==> src/rtl/jtag_load_ctrl.sv <==
// Sequences whole-image LOAD / DUMP / SWAP transfers between a host word stream
// and a RAM scan chain, and blocks CPU writes while the chain is in use.
module jtag_load_ctrl #(
   parameter int WORDS = 512,
   parameter int CW    = 10
) (
   input  logic        clk,
   input  logic        rst_n,
   input  logic        Start,
   input  logic [1:0]  Mode,
   input  logic        Abort,
   input  logic [31:0] Sin,
   input  logic        Sin_valid,
   output logic        Sin_ready,
   output logic [31:0] Sout,
   output logic        Sout_valid,
   input  logic        Sout_ready,
   output logic        Busy,
   output logic        Done,
   output logic        Aborted,
   output logic        Jen,
   output logic [31:0] Jin,
   input  logic [31:0] Jout,
   input  logic        Cpu_wen,
   output logic        Wen,
   output logic        Cpu_stall
);

   typedef enum logic [1:0] {
      IDLE  = 2'd0,
      SHIFT = 2'd1,
      FIN   = 2'd2
   } state_t;

   localparam logic [1:0]    MODE_LOAD = 2'b00;
   localparam logic [1:0]    MODE_DUMP = 2'b01;
   localparam logic [1:0]    MODE_SWAP = 2'b10;
   localparam logic [1:0]    MODE_RSVD = 2'b11;
   localparam logic [CW-1:0] LAST      = CW'(WORDS - 1);

   state_t        state, state_next;
   logic [CW-1:0] count, count_next;
   logic [1:0]    mode, mode_next;
   logic          abort_pulse, abort_pulse_next;

   logic uses_in, uses_out, in_ok, out_ok, in_shift;

   assign uses_in  = (mode == MODE_LOAD) || (mode == MODE_SWAP);
   assign uses_out = (mode == MODE_DUMP) || (mode == MODE_SWAP);
   assign in_ok    = ~uses_in  | Sin_valid;
   assign out_ok   = ~uses_out | Sout_ready;
   assign in_shift = (state == SHIFT);

   // Purely combinational so every host transfer lands on the same edge as its shift.
   assign Jen        = in_shift & in_ok & out_ok & ~Abort;
   assign Sin_ready  = in_shift & uses_in & out_ok & ~Abort;
   assign Sout_valid = in_shift & uses_out & in_ok & ~Abort;

   // DUMP feeds the tail back into the head so the image survives a full pass.
   assign Jin  = (mode == MODE_DUMP) ? Jout : Sin;
   assign Sout = Jout;

   assign Busy      = (state != IDLE);
   assign Done      = (state == FIN);
   assign Aborted   = abort_pulse;
   assign Wen       = Cpu_wen & ~Busy;
   assign Cpu_stall = Busy & Cpu_wen;

   always_ff @(posedge clk or negedge rst_n) begin
      if (!rst_n) begin
         state       <= IDLE;
         count       <= '0;
         mode        <= MODE_LOAD;
         abort_pulse <= 1'b0;
      end else begin
         state       <= state_next;
         count       <= count_next;
         mode        <= mode_next;
         abort_pulse <= abort_pulse_next;
      end
   end

   always_comb begin
      state_next       = state;
      count_next       = count;
      mode_next        = mode;
      abort_pulse_next = 1'b0;
      case (state)
         IDLE: begin
            if (Start && (Mode != MODE_RSVD)) begin
               state_next = SHIFT;
               count_next = '0;
               mode_next  = Mode;
            end
         end
         SHIFT: begin
            // Abort takes priority over a shift qualifying in the same cycle.
            if (Abort) begin
               state_next       = IDLE;
               abort_pulse_next = 1'b1;
            end else if (Jen) begin
               count_next = count + 1'b1;
               if (count == LAST) begin
                  state_next = FIN;
               end
            end
         end
         FIN: begin
            state_next = IDLE;
         end
         default: begin
            state_next = IDLE;
         end
      endcase
   end

endmodule

==> config.mk <==
export PLATFORM = sky130hd
export DESIGN_NAME = jtag_load_ctrl
export DESIGN_NICKNAME = d
export VERILOG_FILES = /design/src/rtl/jtag_load_ctrl.sv
export SDC_FILE = /design/constraint.sdc
export NUM_CORES = 1
export LEC_CHECK = 0
export ABC_AREA = 1
export ABC_CLOCK_PERIOD_IN_PS = 2100
export CORE_MARGIN = 2
export CORE_UTILIZATION = 31
export DETAILED_ROUTE_END_ITERATION = 10
export PLACE_DENSITY = 0.9
export SETUP_SLACK_MARGIN = 0.1
export SLEW_MARGIN = 40
export SYNTH_ARGS = -nofsm -noshare
export SYNTH_HDL_FRONTEND = slang
export SYNTH_SLANG_ARGS = --single-unit
export TNS_END_PERCENT = 10
==> constraint.sdc <==
create_clock -name clk -period 2.1 [get_ports clk]
set_input_delay 0.525 -clock clk [delete_from_list [all_inputs] [get_ports clk]]
set_output_delay 0.525 -clock clk [all_outputs]
set_load 0.005 [all_outputs]
## After elaboration in Yosys (flattened, before gate mapping)

Cells that the tools add are included.

| word-level totals | value |
|---|---|
| register bits | 15 |
| input port bits | 73 |
| output and inout port bits | 72 |
| logic and storage cells | 55 |

| cells by class | value |
|---|---|
| add/subtract/negate cells | 1 |
| eq/ne operators | 11 |
| muxes and demuxes | 12 |
| bitwise gates (word level) | 17 |
| reduce and logical (&&, ||, !) cells | 10 |

Operators by type and width:

| cell | number |
|---|---|
| $mux 32 | 1 |
| $mux 10 | 3 |
| $pmux 10 s2 | 1 |
| $and 1x1->1 | 11 |
| $add 10x1->10 const B | 1 |
| $eq 10x9->1 const B | 1 |
| $mux 2 | 4 |
| $ne 2x2->1 const B | 4 |
| $eq 2x1->1 const B | 2 |
| $eq 2x2->1 const B | 2 |
| $logic_not 2->1 | 2 |
| $not 1->1 | 4 |
| $pmux 2 s2 | 1 |
| $reduce_and 4->1 | 1 |
| $reduce_bool 2->1 | 2 |
| $ne 3x2->1 const B | 1 |
| $ne 3x3->1 const B | 1 |
| $reduce_and 3->1 | 1 |
| $logic_or 1x1->1 | 2 |
| $mux 1 | 2 |
| $or 1x1->1 | 2 |
| $reduce_and 2->1 | 1 |
| $logic_and 1x1->1 | 1 |

## Longest topological paths before layout

Gate-level depths: netlist of run 1.

| logic depth | value |
|---|---|
| depth after elaboration | 10 |
| depth in mapped cells | 10 |
| mapped depth without buffers | 9 |

## Worst setup path after synthesis of run 1

OpenSTA, ideal clock, no wires.

| path | value |
|---|---|
| path type | register to output |
| start | register mode[1] |
| end | output port Jin[10] |
| data arrival time | 1.280 ns |
| required time | 1.575 ns |
| path slack | 0.295 ns |
| stages on the path, launching flop included | 6 |
| path buffers | 2 |
| path through | dfrtp_1 inv_1 ha_1 clkbuf_1 buf_4 mux2_2 |

| on the way | value |
|---|---|
| word-level cells in the longest chain between the ends | 2 |

RTL lines:

| item | RTL line | text |
|---|---|---|
| start: declaration | 43 | `logic [1:0] mode, mode_next;` |
| start signal: assignment | 78 | `mode <= mode_next;` |
| $eq 2x1->1 | 60 | `assign Jin = (mode == MODE_DUMP) ? Jout : Sin;` |
| $mux 32 | 60 |  |
| end: declaration | 22 | `output logic [31:0] Jin,` |

Every way passes these cells.

## Worst setup path after layout of run 1

| path | value |
|---|---|
| start | register mode[0] |
| end | output port Jin[5] |

Same word-level chain as after synthesis.

==> out/results.ini, run 1 <==
[hold_path]
hp-class=register to register
whs_path_depth=2
hold_end=count[1]
hp-start=count[1]

[yosys]
synth_top_area_frac=0.235
yosys.area.top_type=dfrtp_1
synth_area_per_cell_um2=7.74
synth-seq-cells=15
netlist_area_um2=1600
postSynthCellCount=206
synth_nets=283
yosysSeqAreaShare=0.235
ys_types=25
yosys-top-cells-area=dfrtp_1, mux2_2, buf_4, nand2_1, inv_1
yosys_warnings=0

[layout]
fillerInstances=380
final_layout_size_suffix_gt1_frac=0.435
final_core_util=0.668
stdcell_count=431
antenna_cells=0
area_delta_synth_final_pct=111
stdcell_area_um2=3370
nets=439

[setup_path]
crit_chain=ha_4 > buf_12 > buf_16 > buf_8 > mux2_4 > buf_6
startpoint_type=register
cp-end-kind=primary output
cpPeakStageDelay_ns=0.44
crit_arrival_ns=1.70
r2r_slack_ns=0.30
crit_family=buffers and inverters
reg2reg_from=mode[1]
worst-path-stages=6
worstPathMaxFanout=7
path_buf_inv=4
path_class=register to primary output
reg2reg_depth=11
r2r-end=count[4]
critPathSlowestCell=dfrtp_2
required_ns=1.57

[status]
violations=setup timing
status=complete, but fails checks

[clock_tree]
path_clk_slew_ns=0.06
cts_buffer_depth=2
root_buffer=clkbuf_8
htree_levels=1
cts_tree=done
numCtsBuffers=3
clk_latency_ns=0.25
clock-sinks=15

[routing]
wire_per_inst_um=18.8
drt.antenna.violating_nets=0
wl_met1_mm=2.92
routed.top_layer=met4
wl_met2_mm=4.25
totalWireLength_mm=8.10
route.met3.wl_um=733
drc_errors=0
vias=2000
dr.first_iter.drc_count=110
routed_via_density=4.64
firstDrtPassIters=4

[grt]
grtUsageTotal=0.263
grt_max_degree=16
grt_pass1_vias=2007
grt_pass1_wl_mm=10.8
antenna_found_initial=0
grt_overflow=0

[floorplan]
io_pins=145
start_util=0.316
die_y_um=75.7
row_count=26
core_um2=5040
die_area_um2=5740
die_w_um=75.7

[sta]
skew_ns=0.00150
slew_headroom=0.848
max_freq_mhz=450
finalSetupViolCount=28
final_max_slew_viol_count=0
rsz0062_at_grt=true
period_minus_slack_ns=2.22
worst_slew_pin_slew_ns=0.229
setup_slack_ns=-0.124
post-route-period-util=1.06
hold_violations=0

[placement]
dpl_cell_area_um2=3090
gp_congestion=0.847
port-buffer-count=144
place_inst=414
post-dp-hpwl_mm=5.67

[power]
power_uw=1780
leakagePower_uw=0.00164
ir_worst_vdd_uv=422
cellPowerDensity_nw_per_um2=529

[run]
maxCapViolCount=0

per-layer routing:
metal  vias to the layer above  track usage
li1                        939            -
met1                       939        0.279
met2                       106        0.501
met3                        16       0.0661
met4                         0       0.0858
met5                         -            0
worst reg2reg max path, delay by kind of cell (launching register included):
family | cells | cell delay (ns)
AO/OA/AOI/OAI | 1 | 0.09
adder cells (fa/ha/maj) | 1 | 0.26
buffers and inverters | 3 | 0.39
flip-flops | 1 | 0.37
AND/OR/NAND/NOR | 6 | 0.56
how the worst max path moves through the flow:
stage                          to        from
after floorplan           Jin[10]     mode[1]
after global placement        Jen  Sout_ready
after detailed placement      Jen  Sout_ready
after CTS                  Jin[9]     mode[0]
after global routing       Jin[9]     mode[0]
final                      Jin[5]     mode[0]
cell families (layout without fill, tap and decap cells):
logic type / count (synthesis) / after routing / synth area share
fa+ha+maj: 4 / 4 / 0.0314
buf+inv: 59 / 214 / 0.235
compound gates: 8 / 8 / 0.0337
mux: 32 / 32 / 0.226
flops: 15 / 15 / 0.235
simple gates: 87 / 87 / 0.234
xor+xnor: 1 / 1 / 0.00549
final cells by class:
cell class,count,area [um2],share of cell area
Timing Repair Buffer,189,1770,0.525
Multi-Input combinational cell,132,1000,0.297
Inverter,21,91.3,0.0271
Tap cell,70,87.6,0.0260
Sequential cell,15,377,0.112
Clock buffer,4,45.0,0.0134
cells in the mapped netlist:
cell and number:
nand2_2 3, ha_1 4, dfrtp_1 15, o21ai_1 2
nand4_1 1, o21bai_1 1, nand3_1 14, o211ai_2 1
clkbuf_1 1, inv_1 20, nand2_1 43, o21ai_2 1
mux2_2 30, buf_2 1, clkinv_8 1, nor2_1 20
nand3_2 1, mux2_1 2, nor3b_1 1, buf_4 35
buf_6 1, nor3_1 1, xnor2_1 1, o21ai_0 3
nor2_2 3
what timing repair did:
item                       CTS  global route
pin swaps                    7             1
gates resized for setup    209            31
setup endpoints to repair   69            37
hold buffers                 0             0
gates cloned                 3             0
setup buffers                9             2
metrics by stage:
| step | TNS [ns] | hold WS, ns | worst slack (ns) |
|---|---|---|---|
| 3_5_place_dp | -5.86 | 0.516 | -0.387 |
| 2_1_floorplan | 0 | 0.229 | 0.295 |
| 3_3_place_gp | -4.64 | 0.505 | -0.361 |
| 5_1_grt | -2.43 | 0.588 | -0.147 |
| 4_1_cts | -2.00 | 0.565 | -0.108 |
| 6_report | -1.24 | 0.567 | -0.124 |
report_power, final:
group          internal [uW]  switching [uW]
sequential               318            35.2
combinational            741             447
clock                    135             109
total                   1190             591
placed cells by master (no fill, tap or decap):
cell,n
buf_12,3
buf_16,2
buf_2,9
buf_4,56
buf_6,25
buf_8,1
clkbuf_1,1
clkbuf_2,4
clkbuf_8,3
clkdlybuf4s50_1,74
clkinv_8,1
dfrtp_1,14
dfrtp_2,1
dlygate4sd2_1,15
ha_1,1
ha_4,3
inv_1,18
inv_2,2
mux2_2,11
mux2_4,21
nand2_1,42
nand2_2,3
nand2_4,1
nand3_1,14
nand3_2,1
nand4_1,1
nor2_1,16
nor2_2,5
nor2_4,2
nor3_4,1
nor3b_1,1
o211ai_2,1
o21ai_0,3
o21ai_1,2
o21ai_2,1
o21bai_1,1
xnor2_1,1
sequential cells by signal, summed over array words and instances, names as in the netlist:
signal / flops
count: 10
mode: 2
Aborted: 1
state: 2
(Power assumes the default switching activity.)
==> inputs of run 2 (changes only) <==
--- a/config.mk
+++ b/config.mk
@@ -8,11 +8,10 @@
 export ABC_AREA = 1
 export ABC_CLOCK_PERIOD_IN_PS = 2100
 export CORE_MARGIN = 2
-export CORE_UTILIZATION = 31
+export CORE_UTILIZATION = 29
 export DETAILED_ROUTE_END_ITERATION = 10
-export PLACE_DENSITY = 0.9
+export PLACE_DENSITY = 0.85
 export SETUP_SLACK_MARGIN = 0.1
-export SLEW_MARGIN = 40
 export SYNTH_ARGS = -nofsm -noshare
 export SYNTH_HDL_FRONTEND = slang
 export SYNTH_SLANG_ARGS = --single-unit
==> run 2 against run 1 <==
- final area down 3.5%
- the flow still finishes with violations (setup timing)
- critical path depth unchanged
- utilization down 6.7 points
- flip-flop and latch count unchanged
- clock skew up 0.00055 ns
- setup slack better by 0.063 ns
- register-to-register slack better by 0.07 ns
==> out/results.ini, run 2 (synthesis gave the netlist of run 1 again) <==
[status]
status=complete, but fails checks
violations=setup timing

[layout]
reg_top3=count (10), mode (2), state (2)
area_delta_synth_final_pct=104
stdcell_area_um2=3250
antenna_cells=0
final_layout_size_suffix_gt1_frac=0.389
fillerInstances=474
nets=430
largest_register=count
largest_register_ffs=10
final_cell_mix=clkdlybuf4s50_1, nand2_1, buf_4
layout_commonest_cell=clkdlybuf4s50_1

[run]
maxCapViolCount=0

[floorplan]
die_area_um2=6110
io_pins=145
die_w_um=78.2
start_util=0.295
die_y_um=78.2
core_um2=5410
row_count=27

[setup_path]
path_buf_inv=4
startpoint_type=register
crit_arrival_ns=1.64
reg2reg_depth=11
r2r-end=count[3]
path_class=register to primary output
crit_family=buffers and inverters
required_ns=1.57
critPathCapture=Jin[4]
r2r_slack_ns=0.37
critPathSlowestCell=dfrtp_1
cpPeakStageDelay_ns=0.40
crit_chain=buf_6 > ha_4 > buf_12 > buf_16 > mux2_4 > buf_6
path_common_cell=buf_6
cp-end-kind=primary output
critPathLaunch=mode[0]
reg2reg_from=mode[1]
worst-path-stages=6
worstPathMaxFanout=8

[placement]
post-dp-hpwl_mm=5.06
pre_cts_slack_ns=-0.369
gp_congestion=0.867
port-buffer-count=144
dpl_cell_area_um2=3040

[sta]
post-route-period-util=1.03
final_max_slew_viol_count=0
hold-worst-slack_ns=0.553
setup_slack_ns=-0.0608
hold_violations=0
setup-tns-final_ns=-0.826
skew_ns=0.00205
rsz0062_at_grt=true
max_freq_mhz=463
finalSetupViolCount=24
slew_headroom=0.857
period_minus_slack_ns=2.16
worst_slew_pin_slew_ns=0.214

[routing]
firstDrtPassIters=4
wire_per_inst_um=15.5
drc_errors=0
routed_via_density=4.40
totalWireLength_mm=6.58
vias=1865
drt.antenna.violating_nets=0
dr.first_iter.drc_count=50

[power]
power.switching_uw=533
power.share.clock=0.141
internal-power_uw=1130
ir_worst_vdd_uv=295
leakagePower_uw=0.00158
switching_share=0.321
power_uw=1660
pwr-share-seq=0.210
cellPowerDensity_nw_per_um2=511
pwr-share-comb=0.649

[clock_tree]
numCtsBuffers=3
cts_hold_buffers=0
clock-sinks=15
htree_levels=1
path_clk_slew_ns=0.06
cts_tree=done
clk_latency_ns=0.25
root_buffer=clkbuf_8
cts_buffer_depth=2

[grt]
grtUsageTotal=0.204
grt_pass1_wl_mm=9.72
grt_overflow=0
grt_max_degree=16
grt_pass1_vias=1898
antenna_found_initial=0

[hold_path]
hp-class=register to register

[run 2: cell type report]
| cell class | count | area, um2 | share of cell area |
|---|---|---|---|
| inverters | 21 | 96.3 | 0.0296 |
| clock buffers | 4 | 45.0 | 0.0139 |
| flip-flops and latches | 15 | 375 | 0.115 |
| multi-input cells | 132 | 961 | 0.295 |
| repair buffers | 180 | 1680 | 0.518 |
| well taps | 72 | 90.1 | 0.0277 |
[run 2: through the flow]
step	cells	utilization
2_1_floorplan	206	-
3_5_place_dp	409	0.563
4_1_cts	425	0.580
3_3_place_gp	409	0.563
5_1_grt	424	0.602
6_report	424	0.602
[run 2: power groups by stage]
stage	clock, uW	sequential (uW)	combinational, uW
after CTS	243	348	1000
after global routing	263	355	1140
final	235	348	1080
after detailed placement	0	354	869
after global placement	0	351	857
after floorplan	0	346	376
[run 2: worst reg2reg max path: stages, from the launching register on]
cell and delay, ns:
dfrtp_1 0.37, inv_2 0.07, buf_4 0.14, ha_4 0.28, nand2_4 0.05, nand2_4 0.08, nor2_4 0.04, nand2_4 0.10
buf_4 0.19, nand2_2 0.13, nand2_1 0.08, o21ai_0 0.08
[run 2: layer usage]
layer	vias up	global-route usage	part of all wire
met5	-	0	0
met4	0	0.0298	0.0055
li1	916	-	-
met1	878	0.222	0.38
met3	4	0.0540	0.077
met2	67	0.397	0.54
[run 2: how the worst min path moves through the flow]
| stage | start | endpoint | cells after the start |
|---|---|---|---|
| after floorplan | rst_n | Aborted | 0 |
| after global placement | mode[1] | mode[1] | 2 |
| after detailed placement | mode[1] | mode[1] | 2 |
| after CTS | count[9] | count[9] | 2 |
| after global routing | count[9] | count[9] | 2 |
| final | count[9] | count[9] | 2 |
[run 2: what timing repair did]
action / in CTS / in global routing
pin swaps: 6 / 5
setup buffers: 9 / 0
cloned: 3 / 0
setup endpoints to repair: 69 / 38
gates resized for setup: 183 / 40
